<file path="src/rtl/sram_port_arbiter.sv">
// Shares port 0 of the sram_32_16_sky130 macro between a Wishbone slave and a
// valid/ready stream requester, with round-robin grants and byte-lane RMW writes.
module sram_port_arbiter #(
  parameter int AW = 4,
  parameter int DW = 32
) (
  input  logic            wb_clk_i,
  input  logic            wb_rst_ni,
  input  logic            wbs_cyc_i,
  input  logic            wbs_stb_i,
  input  logic            wbs_we_i,
  input  logic [DW/8-1:0] wbs_sel_i,
  input  logic [31:0]     wbs_adr_i,
  input  logic [DW-1:0]   wbs_dat_i,
  output logic            wbs_ack_o,
  output logic [DW-1:0]   wbs_dat_o,
  input  logic            req_valid_i,
  output logic            req_ready_o,
  input  logic            req_we_i,
  input  logic [AW-1:0]   req_addr_i,
  input  logic [DW-1:0]   req_wdata_i,
  output logic            rsp_valid_o,
  output logic [DW-1:0]   rsp_rdata_o,
  output logic            sram_csb0_o,
  output logic            sram_web0_o,
  output logic [AW-1:0]   sram_addr0_o,
  output logic [DW-1:0]   sram_din0_o,
  input  logic [DW-1:0]   sram_dout0_i
);

  typedef enum logic [2:0] {IDLE, RD_CMD, RD_CAP, WR_CMD, DONE} state_t;

  state_t          state;
  logic            last_wb;
  logic            own_wb;
  logic            op_rmw;
  logic [DW/8-1:0] sel_q;
  logic            wb_pend;
  logic            st_pend;
  logic            grant_wb;
  logic            grant_st;
  logic [AW-1:0]   wb_addr;
  logic            unused_adr_bits;

  function automatic logic [DW-1:0] merge_lanes(input logic [DW-1:0]   old_w,
                                                input logic [DW-1:0]   new_w,
                                                input logic [DW/8-1:0] sel);
    logic [DW-1:0] m;
    m = old_w;
    for (int i = 0; i < DW/8; i++)
      if (sel[i]) m[8*i +: 8] = new_w[8*i +: 8];
    return m;
  endfunction

  assign wb_addr         = wbs_adr_i[AW+1:2];
  assign unused_adr_bits = ^{wbs_adr_i[31:AW+2], wbs_adr_i[1:0]};

  // Round-robin: on a tie the side that did not win last time gets the port.
  assign wb_pend  = (state == IDLE) && wbs_cyc_i && wbs_stb_i;
  assign st_pend  = (state == IDLE) && req_valid_i;
  assign grant_wb = wb_pend && (!st_pend || !last_wb);
  assign grant_st = st_pend && (!wb_pend || last_wb);

  // Gated by reset so the stream never sees a handshake while the block is held.
  assign req_ready_o = wb_rst_ni && grant_st;

  always_ff @(posedge wb_clk_i or negedge wb_rst_ni) begin
    if (!wb_rst_ni) begin
      state        <= IDLE;
      last_wb      <= 1'b0;
      own_wb       <= 1'b0;
      op_rmw       <= 1'b0;
      sel_q        <= '0;
      wbs_ack_o    <= 1'b0;
      wbs_dat_o    <= '0;
      rsp_valid_o  <= 1'b0;
      rsp_rdata_o  <= '0;
      sram_csb0_o  <= 1'b1;
      sram_web0_o  <= 1'b1;
      sram_addr0_o <= '0;
      sram_din0_o  <= '0;
    end else begin
      case (state)
        IDLE: begin
          if (grant_wb) begin
            own_wb       <= 1'b1;
            last_wb      <= 1'b1;
            sel_q        <= wbs_sel_i;
            sram_addr0_o <= wb_addr;
            sram_din0_o  <= wbs_dat_i;
            op_rmw       <= 1'b0;
            if (!wbs_we_i) begin
              sram_csb0_o <= 1'b0;
              sram_web0_o <= 1'b1;
              state       <= RD_CMD;
            end else if (wbs_sel_i == '1) begin
              sram_csb0_o <= 1'b0;
              sram_web0_o <= 1'b0;
              state       <= WR_CMD;
            end else if (wbs_sel_i == '0) begin
              wbs_ack_o <= 1'b1;
              state     <= DONE;
            end else begin
              // Partial write: fetch the old word first, merge in RD_CAP.
              op_rmw      <= 1'b1;
              sram_csb0_o <= 1'b0;
              sram_web0_o <= 1'b1;
              state       <= RD_CMD;
            end
          end else if (grant_st) begin
            own_wb       <= 1'b0;
            last_wb      <= 1'b0;
            op_rmw       <= 1'b0;
            sram_addr0_o <= req_addr_i;
            sram_din0_o  <= req_wdata_i;
            sram_csb0_o  <= 1'b0;
            sram_web0_o  <= ~req_we_i;
            state        <= req_we_i ? WR_CMD : RD_CMD;
          end
        end
        RD_CMD: begin
          sram_csb0_o <= 1'b1;
          sram_web0_o <= 1'b1;
          state       <= RD_CAP;
        end
        RD_CAP: begin
          if (op_rmw) begin
            sram_din0_o <= merge_lanes(sram_dout0_i, sram_din0_o, sel_q);
            sram_csb0_o <= 1'b0;
            sram_web0_o <= 1'b0;
            state       <= WR_CMD;
          end else begin
            state <= DONE;
            if (own_wb) begin
              wbs_dat_o <= sram_dout0_i;
              wbs_ack_o <= wbs_cyc_i;
            end else begin
              rsp_rdata_o <= sram_dout0_i;
              rsp_valid_o <= 1'b1;
            end
          end
        end
        WR_CMD: begin
          sram_csb0_o <= 1'b1;
          sram_web0_o <= 1'b1;
          if (own_wb) wbs_ack_o <= wbs_cyc_i;
          state <= DONE;
        end
        DONE: begin
          wbs_ack_o   <= 1'b0;
          rsp_valid_o <= 1'b0;
          state       <= IDLE;
        end
        default: state <= IDLE;
      endcase
    end
  end

endmodule

</file>
<file path="config.mk">
export PLATFORM = sky130hd
export DESIGN_NAME = sram_port_arbiter
export DESIGN_NICKNAME = d
export VERILOG_FILES = /design/src/rtl/sram_port_arbiter.sv
export SDC_FILE = /design/constraint.sdc
export NUM_CORES = 1
export LEC_CHECK = 0
export ABC_AREA = 1
export CORE_ASPECT_RATIO = 1.5
export CORE_MARGIN = 2
export CORE_UTILIZATION = 35
export CTS_BUF_LIST = sky130_fd_sc_hd__clkbuf_8
export CTS_CLUSTER_SIZE = 30
export DETAILED_ROUTE_END_ITERATION = 10
export HOLD_SLACK_MARGIN = 0.1
export PLACE_DENSITY = 0.72
export SYNTH_ARGS = -nofsm -noshare
export SYNTH_HDL_FRONTEND = slang
export SYNTH_SLANG_ARGS = --single-unit
</file>
<file path="constraint.sdc">
create_clock -name wb_clk_i -period 1.8 [get_ports wb_clk_i]
set_input_delay 0.54 -clock wb_clk_i [delete_from_list [all_inputs] [get_ports wb_clk_i]]
set_output_delay 0.54 -clock wb_clk_i [all_outputs]
set_load 0.005 [all_outputs]
</file>
; ---- After elaboration in Yosys (flattened, before gate mapping)
; Index checks and enable logic that the tools add are counted.
[totals]
regBits = 113
input_bits = 143
output_inout_bits = 105
wordCells = 112
[op_classes]
eq_ne = 18
n_mux = 46
bitwise = 3
n_reduce_logical = 30
[op_table]
columns = cell, n
row1 = $mux W32, 3
row2 = $pmux W32 S2, 1
row3 = $mux W8, 4
row4 = $mux W1, 24
row5 = $ne A2 B2 Y1 const B, 10
row6 = $reduce_and A4 Y1, 5
row7 = $mux W3, 6
row8 = $pmux W3 S4, 1
row9 = $reduce_and A3 Y1, 3
row10 = $mux W4, 2
row11 = $eq A3 B2 Y1 const B, 2
row12 = $logic_and A1 B1 Y1, 6
row13 = $pmux W1 S3, 2
row14 = $reduce_and A6 Y1, 1
row15 = $reduce_bool A2 Y1, 3
row16 = $ne A5 B5 Y1 const B, 1
row17 = $eq A4 B4 Y1 const B, 1
row18 = $logic_not A4 Y1, 1
row19 = $pmux W1 S4, 1
row20 = $reduce_and A2 Y1, 2
row21 = $reduce_bool A4 Y1, 1
row22 = $eq A3 B1 Y1 const B, 1
row23 = $eq A3 B3 Y1 const B, 1
row24 = $logic_not A1 Y1, 3
row25 = other kinds (9), 12

; ---- Longest topological paths before layout
; Gate-level depths: netlist of run 1.
[logic_depth]
word_depth = 9
ltp_mapped = 11
ltp_nobuf = 10

; ---- Worst setup path after synthesis of run 1
; No wires, ideal clock.
[synth_timing]
path_type = reg2out
startpoint = register state[1]
endpoint = output port req_ready_o
t_arrival_ns = 1.015
t_required_ns = 1.260
setup_slack_ns = 0.245
stages_incl_launch_ff = 6
n_path_buf = 0
path_cell_list = dfrtp_1 -> nor2_2 -> nand2_2 -> inv_1 -> nand3b_1 -> nor2_1
[synth_between]
elab_chain_cells = 7
word_cells_on_any_way = 8
classes_between = reduce/logical (8)
[synth_rtl]
columns = item, line
row1 = from (decl), 33  ; state_t state;
row2 = from (signal assigned), 118  ; state <= req_we_i ? WR_CMD : RD_CMD;
row3 = $logic_not A3 Y1 (*), "59, 60"
row4 = $logic_and A1 B1 Y1 (2 in a row), 59  ; assign wb_pend = (state == IDLE) && wbs_cyc_i && wbs_stb_i;
row5 = $logic_not A1 Y1, 62  ; assign grant_st = st_pend && (!wb_pend || last_wb);
row6 = $logic_or A1 B1 Y1, 62
row7 = $logic_and A1 B1 Y1 (*), 62
row8 = $logic_and A1 B1 Y1 (*), 65  ; assign req_ready_o = wb_rst_ni && grant_st;
row9 = to (decl), 18  ; output logic req_ready_o,
; Mark *: on every way between the ends. The rest lies on a longest branch, timed or not.

; ---- Worst setup path in the final report of run 1
; Same ends and word-level chain as after synthesis.

==> results of run 1 <==
power groups by stage:
stage | Clock [mW] | Combinational (mW) | Sequential [mW]
final | 2.74 | 7.04 | 4.48
after CTS | 2.82 | 6.87 | 4.48
after global placement | 0 | 7.21 | 4.52
after floorplan | 0 | 2.86 | 4.64
after global routing | 2.92 | 7.90 | 4.65
after detailed placement | 0 | 7.31 | 4.56
state kept, by name, indices dropped and copies added (netlist names):
signal,cells
op_rmw,1
own_wb,1
rsp_rdata_o,32
rsp_valid_o,1
sel_q,4
sram_addr0_o,4
sram_csb0_o,1
sram_din0_o,32
sram_web0_o,1
state,3
wbs_ack_o,1
wbs_dat_o,32
final cells by class:
class,instances,share of cell area [%]
Clock buffer,17,2.65
Sequential cell,113,32.0
Inverter,116,4.96
Tap cell,203,2.88
Clock inverter,15,2.47
Timing Repair Buffer,290,30.9
Multi-Input combinational cell,483,24.1
worst paths after layout:
| path | slack, ns | cells after the start | to | from |
|---|---|---|---|---|
| max reg2reg | 0.07 | 10 | sram_addr0_o[3] | state[1] |
| min in group wb_clk_i | 0.47 | 2 | sram_din0_o[1] | sram_din0_o[1] |
| min reg2reg | 0.47 | 2 | sram_din0_o[1] | sram_din0_o[1] |
| min | 0.21 | 2 | wbs_ack_o | wb_rst_ni |
| max in group asynchronous | 0.61 | 3 | sram_din0_o[22] | wb_rst_ni |
| max | -0.22 | 6 | req_ready_o | state[1] |
metal layers:
| layer | GRT usage (%) | vias to the layer above |
|---|---|---|
| met5 | 0 | - |
| met4 | 10.7 | 0 |
| met3 | 4.10 | 44 |
| met2 | 37.0 | 170 |
| met1 | 23.3 | 2518 |
| li1 | - | 2807 |
kinds of logic (layout without fill, tap and decap cells):
logic type             Yosys count  count (layout)  share of synthesized area [%]
and+or+nand+nor                397             397                           29.4
buffers and inverters          144             438                           10.4
DFF                            113             113                           51.7
AOI/OAI and AO/OA               86              86                           8.53
cells in the final DEF, fill, tap and decap left out, types with 9 or more instances in the layout:
cell,netlist,routed
sky130_fd_sc_hd__buf_4,3,60
sky130_fd_sc_hd__clkbuf_8,0,17
sky130_fd_sc_hd__clkdlybuf4s50_1,0,110
sky130_fd_sc_hd__dfrtp_1,111,111
sky130_fd_sc_hd__dlygate4sd2_1,0,106
sky130_fd_sc_hd__inv_1,113,114
sky130_fd_sc_hd__nand2_1,323,322
sky130_fd_sc_hd__nand3_1,38,37
sky130_fd_sc_hd__nor2_1,12,10
sky130_fd_sc_hd__o21ai_0,63,62
sky130_fd_sc_hd__o21ai_1,8,9
timing repair:
action,4_1_cts,5_1_grt
setup buffers,20,5
hold endpoints to repair,0,0
gates cloned,0,2
pin swaps,5,10
gates resized for setup,114,13
endpoints found under the setup margin,105,79
worst max-delay path, stage by stage (launching register included):
cell and delay, ns:
sky130_fd_sc_hd__dfrtp_1 0.39, sky130_fd_sc_hd__nor2_2 0.16, sky130_fd_sc_hd__nand2_2 0.08, sky130_fd_sc_hd__inv_2 0.06
sky130_fd_sc_hd__nand3b_1 0.11, sky130_fd_sc_hd__nor2_2 0.12, sky130_fd_sc_hd__buf_2 0.13
==> impl_metrics.ini, run 1 <==
[outcome]
status = finished, violations left
violations = setup timing

[sta]
setup_violations = 1
timing.final.crit_share_pct = 112
timing.fmax_ghz = 0.496
worst_setup_slack_after_layout_ns = -0.218
tightestPinTransition_ns = 0.601
drv_slew = 0
final_hold_vio_count = 0
fin_worst_skew_ns = 0.0113
whs_ns = 0.207
fin_tns_setup_ns = -0.218
period_needed_ns = 2.02
grt_setup_unrepaired = yes
slew_headroom_pct = 59.9

[pwr]
cell_internal_pwr_mw = 8.94
power.switching_mw = 5.31
power.static_leakage_nw = 4.84
fin_total_pwr_mw = 14.2
p_comb_share_pct = 49.4
ir_drop_v = 0.000620
power.sequential.fraction_pct = 31.4
power.share.clock_pct = 19.2
cellPowerDensity_mw_per_mm2 = 1610
netSwitchingFraction_pct = 37.3

[floorplanning]
floorplan.core_area_sq_mm = 0.0155
dieArea_sq_mm = 0.0167
initial_util_pct = 35.3
die_h_um = 157
io_pins = 248
rows = 56
die_width_um = 106

[clock_tree]
clk-insertion-delay-late_ns = 0.42
post_cts_hold_buffer_count = 0
cts.sink_count = 113
cts.clk_slew.worst_paths_ns = 0.07
cts.path.max_buffers = 2
cts_made_buffers = 17
cts_tree = done
cts-root-buf = sky130_fd_sc_hd__clkbuf_8
htree_num_levels = 4

[worst_setup_path]
worst_setup_path_end_kind = output pin
worst-endpoint-arrival_ns = 1.48
cp.required_ns = 1.26
critPathMaxFanout = 2
category_of_the_worst_setup_path_launch_point = flip-flop
setup.worst_path.class = reg2out

[place]
input_output_buffers = 219
placed_area_sq_mm = 0.00821
placed_cells_incl_taps = 1179
post-dp-hpwl_mm = 12.6
final_weighted_congestion_in_routability_driven_placement = 0.837
setup_ws_pre_cts_ns = -0.721

[logic_synthesis]
synth-async-reset-ratio_pct = 100
ys_warn_count = 0
ys_ff_latch = 113
mappedNetlistArea_sq_mm = 0.00547
synth_top_cells_by_area = sky130_fd_sc_hd__dfrtp_1, sky130_fd_sc_hd__nand2_1, sky130_fd_sc_hd__inv_1
synth_fp_nets = 883
synthesis.area_per_instance_sq_um = 7.40
most_common_cell_in_the_netlist = sky130_fd_sc_hd__nand2_1
ys.flop_type = sky130_fd_sc_hd__dfrtp_1
syn-instance-count = 740
post-synth-top-area-fraction_pct = 50.8
synth_common_cells = sky130_fd_sc_hd__nand2_1, sky130_fd_sc_hd__inv_1, sky130_fd_sc_hd__dfrtp_1
synth.largest_area_cell = sky130_fd_sc_hd__dfrtp_1
number_of_enable_flip_flop_cells_after_synthesis = 0
ys_seq_area_share_pct = 51.7
post_synth_num_cell_types = 26

[finish]
multiInputGateArea_sq_mm = 0.00213
diodes = 0
final_cells = 1237
synthToLayoutAreaGrowth_pct = 61.4
finalCoreUtilization_pct = 57.0
proportion_of_layout_cells_with_a_drive_suffix_above_1_pct = 12.8
final_cell_area_sq_mm = 0.00883
seq_area_sq_mm = 0.00283
nets = 1164
filler_cell_count = 1444

[route]
drt-total-wl_mm = 17.3
met3WireLength_um = 704
initialDrtViolationCount = 215
wl_met2_mm = 9.04
via_count = 5539
detail_route.wl_per_cell_um = 13.9
drc_errors = 0
dr.pass1.iters = 4
top_layer = met4
drt-vias-per-instance = 4.48
ant_nets = 0
detail_route.wirelength.met1_mm = 6.78

[global_routing]
grt_antenna_before_repair = 0
globalRouteTotalUtil_pct = 20.7
grt_first_pass_wirelength_mm = 26.9
number_of_global_route_vias_before_repair = 5456
grt_max_degree = 48
overflow = 0

[hold_path]
holdCritPathClass = in2async

[job]
drv.max_cap_violation_count = 0
Note: power is estimated with default switching activity, not from simulation.
==> inputs of run 2 (changes only) <==
--- a/config.mk
+++ b/config.mk
@@ -14,6 +14,7 @@
 export DETAILED_ROUTE_END_ITERATION = 10
 export HOLD_SLACK_MARGIN = 0.1
 export PLACE_DENSITY = 0.72
+export SETUP_SLACK_MARGIN = 0.5
 export SYNTH_ARGS = -nofsm -noshare
 export SYNTH_HDL_FRONTEND = slang
 export SYNTH_SLANG_ARGS = --single-unit
==> run 2 against run 1 <==
  * The flow still finishes with violations (setup timing)
  * Critical path depth is the same
  * Non-clock buffer count up 84
  * Via count is 12% higher
  * Sequential share of layout area decreased by 3.0 points
  * Clock power down 3%
  * Final cell count is 7.0% higher
  * Global-route usage up 3.2 points
  * Register-to-register slack got worse by 0.11 ns
  * Combinational power grew 31%
  * Flip-flop and latch count is the same
  * Routed wire length is 24% higher
  * Critical path type unchanged
==> impl_metrics.ini, run 2 (synthesis gave the netlist of run 1 again) <==
[floorplanning]
io_pins = 248
dieArea_sq_mm = 0.0167
die_width_um = 106
initial_util_pct = 35.3
die_h_um = 157
rows = 56
floorplan.core_area_sq_mm = 0.0155

[outcome]
status = finished, violations left
violations = setup timing

[route]
wl_met2_mm = 11.2
drt-total-wl_mm = 21.4
drt-vias-per-instance = 4.69
drc_errors = 0
via_count = 6206
initialDrtViolationCount = 323
top_layer = met4
ant_nets = 0
detail_route.wirelength.met1_mm = 8.02
met3WireLength_mm = 1.23
detail_route.wl_per_cell_um = 16.1
dr.pass1.iters = 5

[pwr]
fin_total_pwr_mw = 16.4
p_comb_share_pct = 56.2
netSwitchingFraction_pct = 38.5
power.share.clock_pct = 16.2
cell_internal_pwr_mw = 10.1
power.static_leakage_nw = 5.32
ir_drop_v = 0.000806
power.sequential.fraction_pct = 27.6
cellPowerDensity_mw_per_mm2 = 1680
power.switching_mw = 6.31

[hold_path]
holdCritPathClass = in2async

[place]
final_weighted_congestion_in_routability_driven_placement = 0.829
input_output_buffers = 219
post-dp-hpwl_mm = 13.0
placed_area_sq_mm = 0.00822

[finish]
nets = 1250
reg.largest.list = rsp_rdata_o x32, sram_din0_o x32, wbs_dat_o x32
final_cell_area_sq_mm = 0.00973
proportion_of_layout_cells_with_a_drive_suffix_above_1_pct = 31.5
synthToLayoutAreaGrowth_pct = 77.8
mostFrequentLayoutCell = sky130_fd_sc_hd__nand2_1
final_cell_mix = sky130_fd_sc_hd__nand2_1, sky130_fd_sc_hd__inv_1, sky130_fd_sc_hd__dfrtp_1
finalCoreUtilization_pct = 62.9

[clock_tree]
post_cts_hold_buffer_count = 0
htree_num_levels = 4
clk-insertion-delay-late_ns = 0.43
cts-root-buf = sky130_fd_sc_hd__clkbuf_8
cts.clk_slew.worst_paths_ns = 0.08
cts.path.max_buffers = 2
cts_made_buffers = 17
cts_tree = done
cts.sink_count = 113

[global_routing]
grt_first_pass_wirelength_mm = 30.8
globalRouteTotalUtil_pct = 24.0
grt_antenna_before_repair = 0
overflow = 0
grt_max_degree = 83
number_of_global_route_vias_before_repair = 5922

[sta]
setup_violations = 43
worst_setup_slack_after_layout_ns = -0.145
final_hold_vio_count = 0
timing.final.crit_share_pct = 108
fin_worst_skew_ns = 0.0142
drv_slew = 0
grt_setup_unrepaired = yes
tightestPinTransition_ns = 0.486
fin_tns_setup_ns = -1.09
whs_ns = 0.223
timing.fmax_ghz = 0.514
slew_headroom_pct = 67.5
period_needed_ns = 1.95

[worst_setup_path]
cp.required_ns = 1.26
critical_path.reg2reg.startpoint = state[1]
worst_r2r_path_depth = 11
setup.worst_path.class = reg2out
worst_setup_path_end_kind = output pin
r2r_setup_slack_ns = -0.04
critPathMaxFanout = 2
category_of_the_worst_setup_path_launch_point = flip-flop
regToRegEndpoint = rsp_rdata_o[17]
worst-endpoint-arrival_ns = 1.41

[job]
drv.max_cap_violation_count = 0
-- run 2: what timing repair did --
| item | in CTS | in global routing |
|---|---|---|
| pin swaps | 15 | 18 |
| endpoints found under the setup margin | 218 | 218 |
| gates resized for setup | 479 | 54 |
| buffers inserted | 51 | 51 |
| gates cloned | 8 | 10 |
-- run 2: per-stage QoR --
step,setup WS [ns],std cells
2_1_floorplan,0.287,740
3_3_place_gp,-0.613,1171
3_5_place_dp,-0.616,1171
4_1_cts,-0.172,1262
5_1_grt,-0.259,1323
6_report,-0.145,1324
-- run 2: per-layer routing --
metal  track usage [%]  vias up
met5                 0        -
met4              9.65        0
met3              5.01       56
met2              44.1      260
met1              26.8     2891
li1                  -     2999
-- run 2: worst max-delay path by stage --
stage                    from           to  slack (ns)  depth (start not counted)
floorplan            state[1]  req_ready_o        0.29                          5
global placement    wbs_cyc_i  req_ready_o       -0.61                          6
detailed placement  wbs_cyc_i  req_ready_o       -0.62                          6
CTS                  state[0]  req_ready_o       -0.17                          6
global route         state[1]  req_ready_o       -0.26                          6
finish               state[1]  req_ready_o       -0.15                          6
-- run 2: area by class of cell --
class	count	area, sq um
Antenna cell	1	2.50
Clock buffer	17	234
Clock inverter	15	194
Fill cell	1322	5750
Inverter	116	450
Multi-Input combinational cell	485	2370
Sequential cell	113	2830
Tap cell	203	254
Timing Repair Buffer	374	3390
-- run 2: worst max-delay path, stage by stage (launching register included) --
cell	delay, ns
sky130_fd_sc_hd__dfrtp_1	0.41
sky130_fd_sc_hd__nor2_2	0.14
sky130_fd_sc_hd__nand2_2	0.08
sky130_fd_sc_hd__inv_2	0.06
sky130_fd_sc_hd__nand3b_1	0.09
sky130_fd_sc_hd__nor2_1	0.09
sky130_fd_sc_hd__buf_2	0.11
-- run 2: power groups by stage --
stage	logic [mW]	registers [mW]	clock network, mW
after floorplan	3.07	4.64	0
after global placement	7.16	4.53	0
after detailed placement	7.29	4.57	0
after CTS	7.67	4.47	2.67
after global routing	10.0	4.64	2.81
final	9.20	4.53	2.65
==> inputs of run 3 (changes only) <==
--- a/config.mk
+++ b/config.mk
@@ -7,7 +7,7 @@
 export LEC_CHECK = 0
 export ABC_AREA = 1
 export CORE_ASPECT_RATIO = 1.5
-export CORE_MARGIN = 2
+export CORE_MARGIN = 10
 export CORE_UTILIZATION = 35
 export CTS_BUF_LIST = sky130_fd_sc_hd__clkbuf_8
 export CTS_CLUSTER_SIZE = 30
==> run 3 against run 2 <==
  * Final cell count rose by 0.30%
  * Critical path depth did not move
  * Power rose by 3.3%
  * Highest routed layer unchanged
  * Fmax fell by 7.2%
  * Critical endpoint unchanged
  * The run still ends with setup timing left
==> impl_metrics.ini, run 3 (synthesis gave the netlist of run 1 again) <==
[clock_tree]
cts_made_buffers = 17
cts-root-buf = sky130_fd_sc_hd__clkbuf_8
cts.clk_slew.worst_paths_ns = 0.07
cts.sink_count = 113
clk-insertion-delay-late_ns = 0.45
cts.path.max_buffers = 2
cts_tree = done
post_cts_hold_buffer_count = 0
htree_num_levels = 4

[worst_setup_path]
critical_path.reg2reg.startpoint = state[1]
r2r_setup_slack_ns = -0.22
category_of_the_worst_setup_path_launch_point = flip-flop
critPathMaxFanout = 2
worst-endpoint-arrival_ns = 1.56
worst_r2r_path_depth = 14
cp_top_family = simple AND/OR/NAND/NOR gates
cp_num_cells = 6
worst_setup_path_end_kind = output pin
setup.worst_path.class = reg2out
regToRegEndpoint = sram_addr0_o[2]
critPathBufInv = 2
crit_slowest_cell = sky130_fd_sc_hd__dfrtp_1
cells_along_the_critical_path = nor2_2, nand2_2, inv_2, nand3b_1, nor2_1, buf_2
cp.required_ns = 1.26
cpPeakStageDelay_ns = 0.41

[hold_path]
holdCritPathClass = in2async

[route]
initialDrtViolationCount = 352
drt-vias-per-instance = 4.75
dr.pass1.iters = 5
via_count = 6309
detail_route.wl_per_cell_um = 18.5
ant_nets = 0
drt-total-wl_mm = 24.6
drc_errors = 0

[global_routing]
globalRouteTotalUtil_pct = 21.3
number_of_global_route_vias_before_repair = 6116
grt_antenna_before_repair = 3
grt_first_pass_wirelength_mm = 34.6
overflow = 0
grt_max_degree = 70

[sta]
fin_worst_skew_ns = 0.0149
final_hold_vio_count = 0
worst_setup_slack_after_layout_ns = -0.297
slew_headroom_pct = 38.6
period_needed_ns = 2.10
whs_ns = 0.369
drv_slew = 0
setup_violations = 113
fin_tns_setup_ns = -16.68
grt_setup_unrepaired = yes
timing.fmax_ghz = 0.477
timing.final.crit_share_pct = 117
tightestPinTransition_ns = 0.922

[floorplanning]
io_pins = 248
die_h_um = 173
die_width_um = 122
floorplan.core_area_sq_mm = 0.0152
initial_util_pct = 36.0
dieArea_sq_mm = 0.0211
rows = 55

[job]
drv.max_cap_violation_count = 0

[finish]
proportion_of_layout_cells_with_a_drive_suffix_above_1_pct = 36.7
reg.largest.list = rsp_rdata_o x32, sram_din0_o x32, wbs_dat_o x32
nets = 1256
final_cell_mix = sky130_fd_sc_hd__nand2_1, sky130_fd_sc_hd__inv_1, sky130_fd_sc_hd__clkdlybuf4s50_1, sky130_fd_sc_hd__dfrtp_1, sky130_fd_sc_hd__buf_4
synthToLayoutAreaGrowth_pct = 83.8
final_cell_area_sq_mm = 0.0101
final_cells = 1328
mostFrequentLayoutCell = sky130_fd_sc_hd__nand2_1

[pwr]
power.share.clock_pct = 15.7
netSwitchingFraction_pct = 39.4
fin_total_pwr_mw = 16.9
power.sequential.fraction_pct = 26.9
cell_internal_pwr_mw = 10.3
cellPowerDensity_mw_per_mm2 = 1680
p_comb_share_pct = 57.4
ir_drop_v = 0.000661
power.static_leakage_nw = 5.47
power.switching_mw = 6.66

[place]
post-dp-hpwl_mm = 14.8
final_weighted_congestion_in_routability_driven_placement = 0.802
placed_cells_incl_taps = 1168
input_output_buffers = 219
placed_area_sq_mm = 0.00817

[outcome]
violations = setup timing
status = finished, violations left
run 3: cell count changes in the layout (fill, tap and decap cells not counted), sizes merged:
cell	previous run	this run
diode	1	3
nand2	331	332
inv	118	120
bufbuf	1	0
clkinvlp	1	2
clkbuf	22	23
clkdlybuf4s50	110	111
dlygate4sd2	3	2
buf	255	260
clkinv	8	5
run 3: worst max path at each step:
stage                   start          end
CTS                  state[0]  req_ready_o
global route         state[1]  req_ready_o
floorplan            state[1]  req_ready_o
finish               state[1]  req_ready_o
detailed placement  wbs_cyc_i  req_ready_o
global placement    wbs_cyc_i  req_ready_o
run 3: per-stage QoR:
step	worst slack, ns	utilization (%)
6_report	-0.297	66.2
5_1_grt	-0.352	66.1
4_1_cts	-0.208	61.2
3_5_place_dp	-0.648	53.7
3_3_place_gp	-0.628	53.7
2_1_floorplan	0.287	-
run 3: worst reg2reg max path, stage by stage, from the launching register on:
cell	delay, ns
sky130_fd_sc_hd__dfrtp_1	0.41
sky130_fd_sc_hd__nor2_2	0.20
sky130_fd_sc_hd__nand2_2	0.11
sky130_fd_sc_hd__inv_2	0.08
sky130_fd_sc_hd__nand3b_1	0.10
sky130_fd_sc_hd__buf_4	0.15
sky130_fd_sc_hd__buf_6	0.10
sky130_fd_sc_hd__buf_6	0.10
sky130_fd_sc_hd__buf_6	0.10
sky130_fd_sc_hd__buf_6	0.10
sky130_fd_sc_hd__buf_6	0.10
sky130_fd_sc_hd__buf_8	0.13
sky130_fd_sc_hd__nand2_8	0.09
sky130_fd_sc_hd__nor2_4	0.03
sky130_fd_sc_hd__a31oi_1	0.13
run 3: power by group through the flow:
stage	Sequential [mW]	Combinational, mW	Clock, mW
2_1_floorplan	4.64	3.07	0
3_3_place_gp	4.50	7.28	0
3_5_place_dp	4.56	7.40	0
4_1_cts	4.49	8.26	2.67
5_1_grt	4.66	10.5	2.83
6_report	4.56	9.70	2.66
run 3: routing by layer:
metal / global-route usage [%] / vias up / part of all wire [%]
met1: 22.2 / 2992 / 36
li1: - / 3018 / -
met4: 8.37 / 0 / 2.3
met3: 6.23 / 42 / 6.8
met5: 0 / - / 0
met2: 38.5 / 257 / 55
run 3: layout make-up:
cell class	count	area [sq um]
fillers	1185	5150
repair buffers	379	3580
diodes	3	7.51
clock buffers	17	234
inverters	116	438
well taps	199	249
multi-input cells	486	2530
clock inverters	15	193
flip-flops and latches	113	2830
run 3: repair_timing:
item                       CTS  global route
cloned                      12             9
pin swaps                   57            20
resized for setup          551            66
setup endpoints to repair  218           218
buffers inserted            60            44
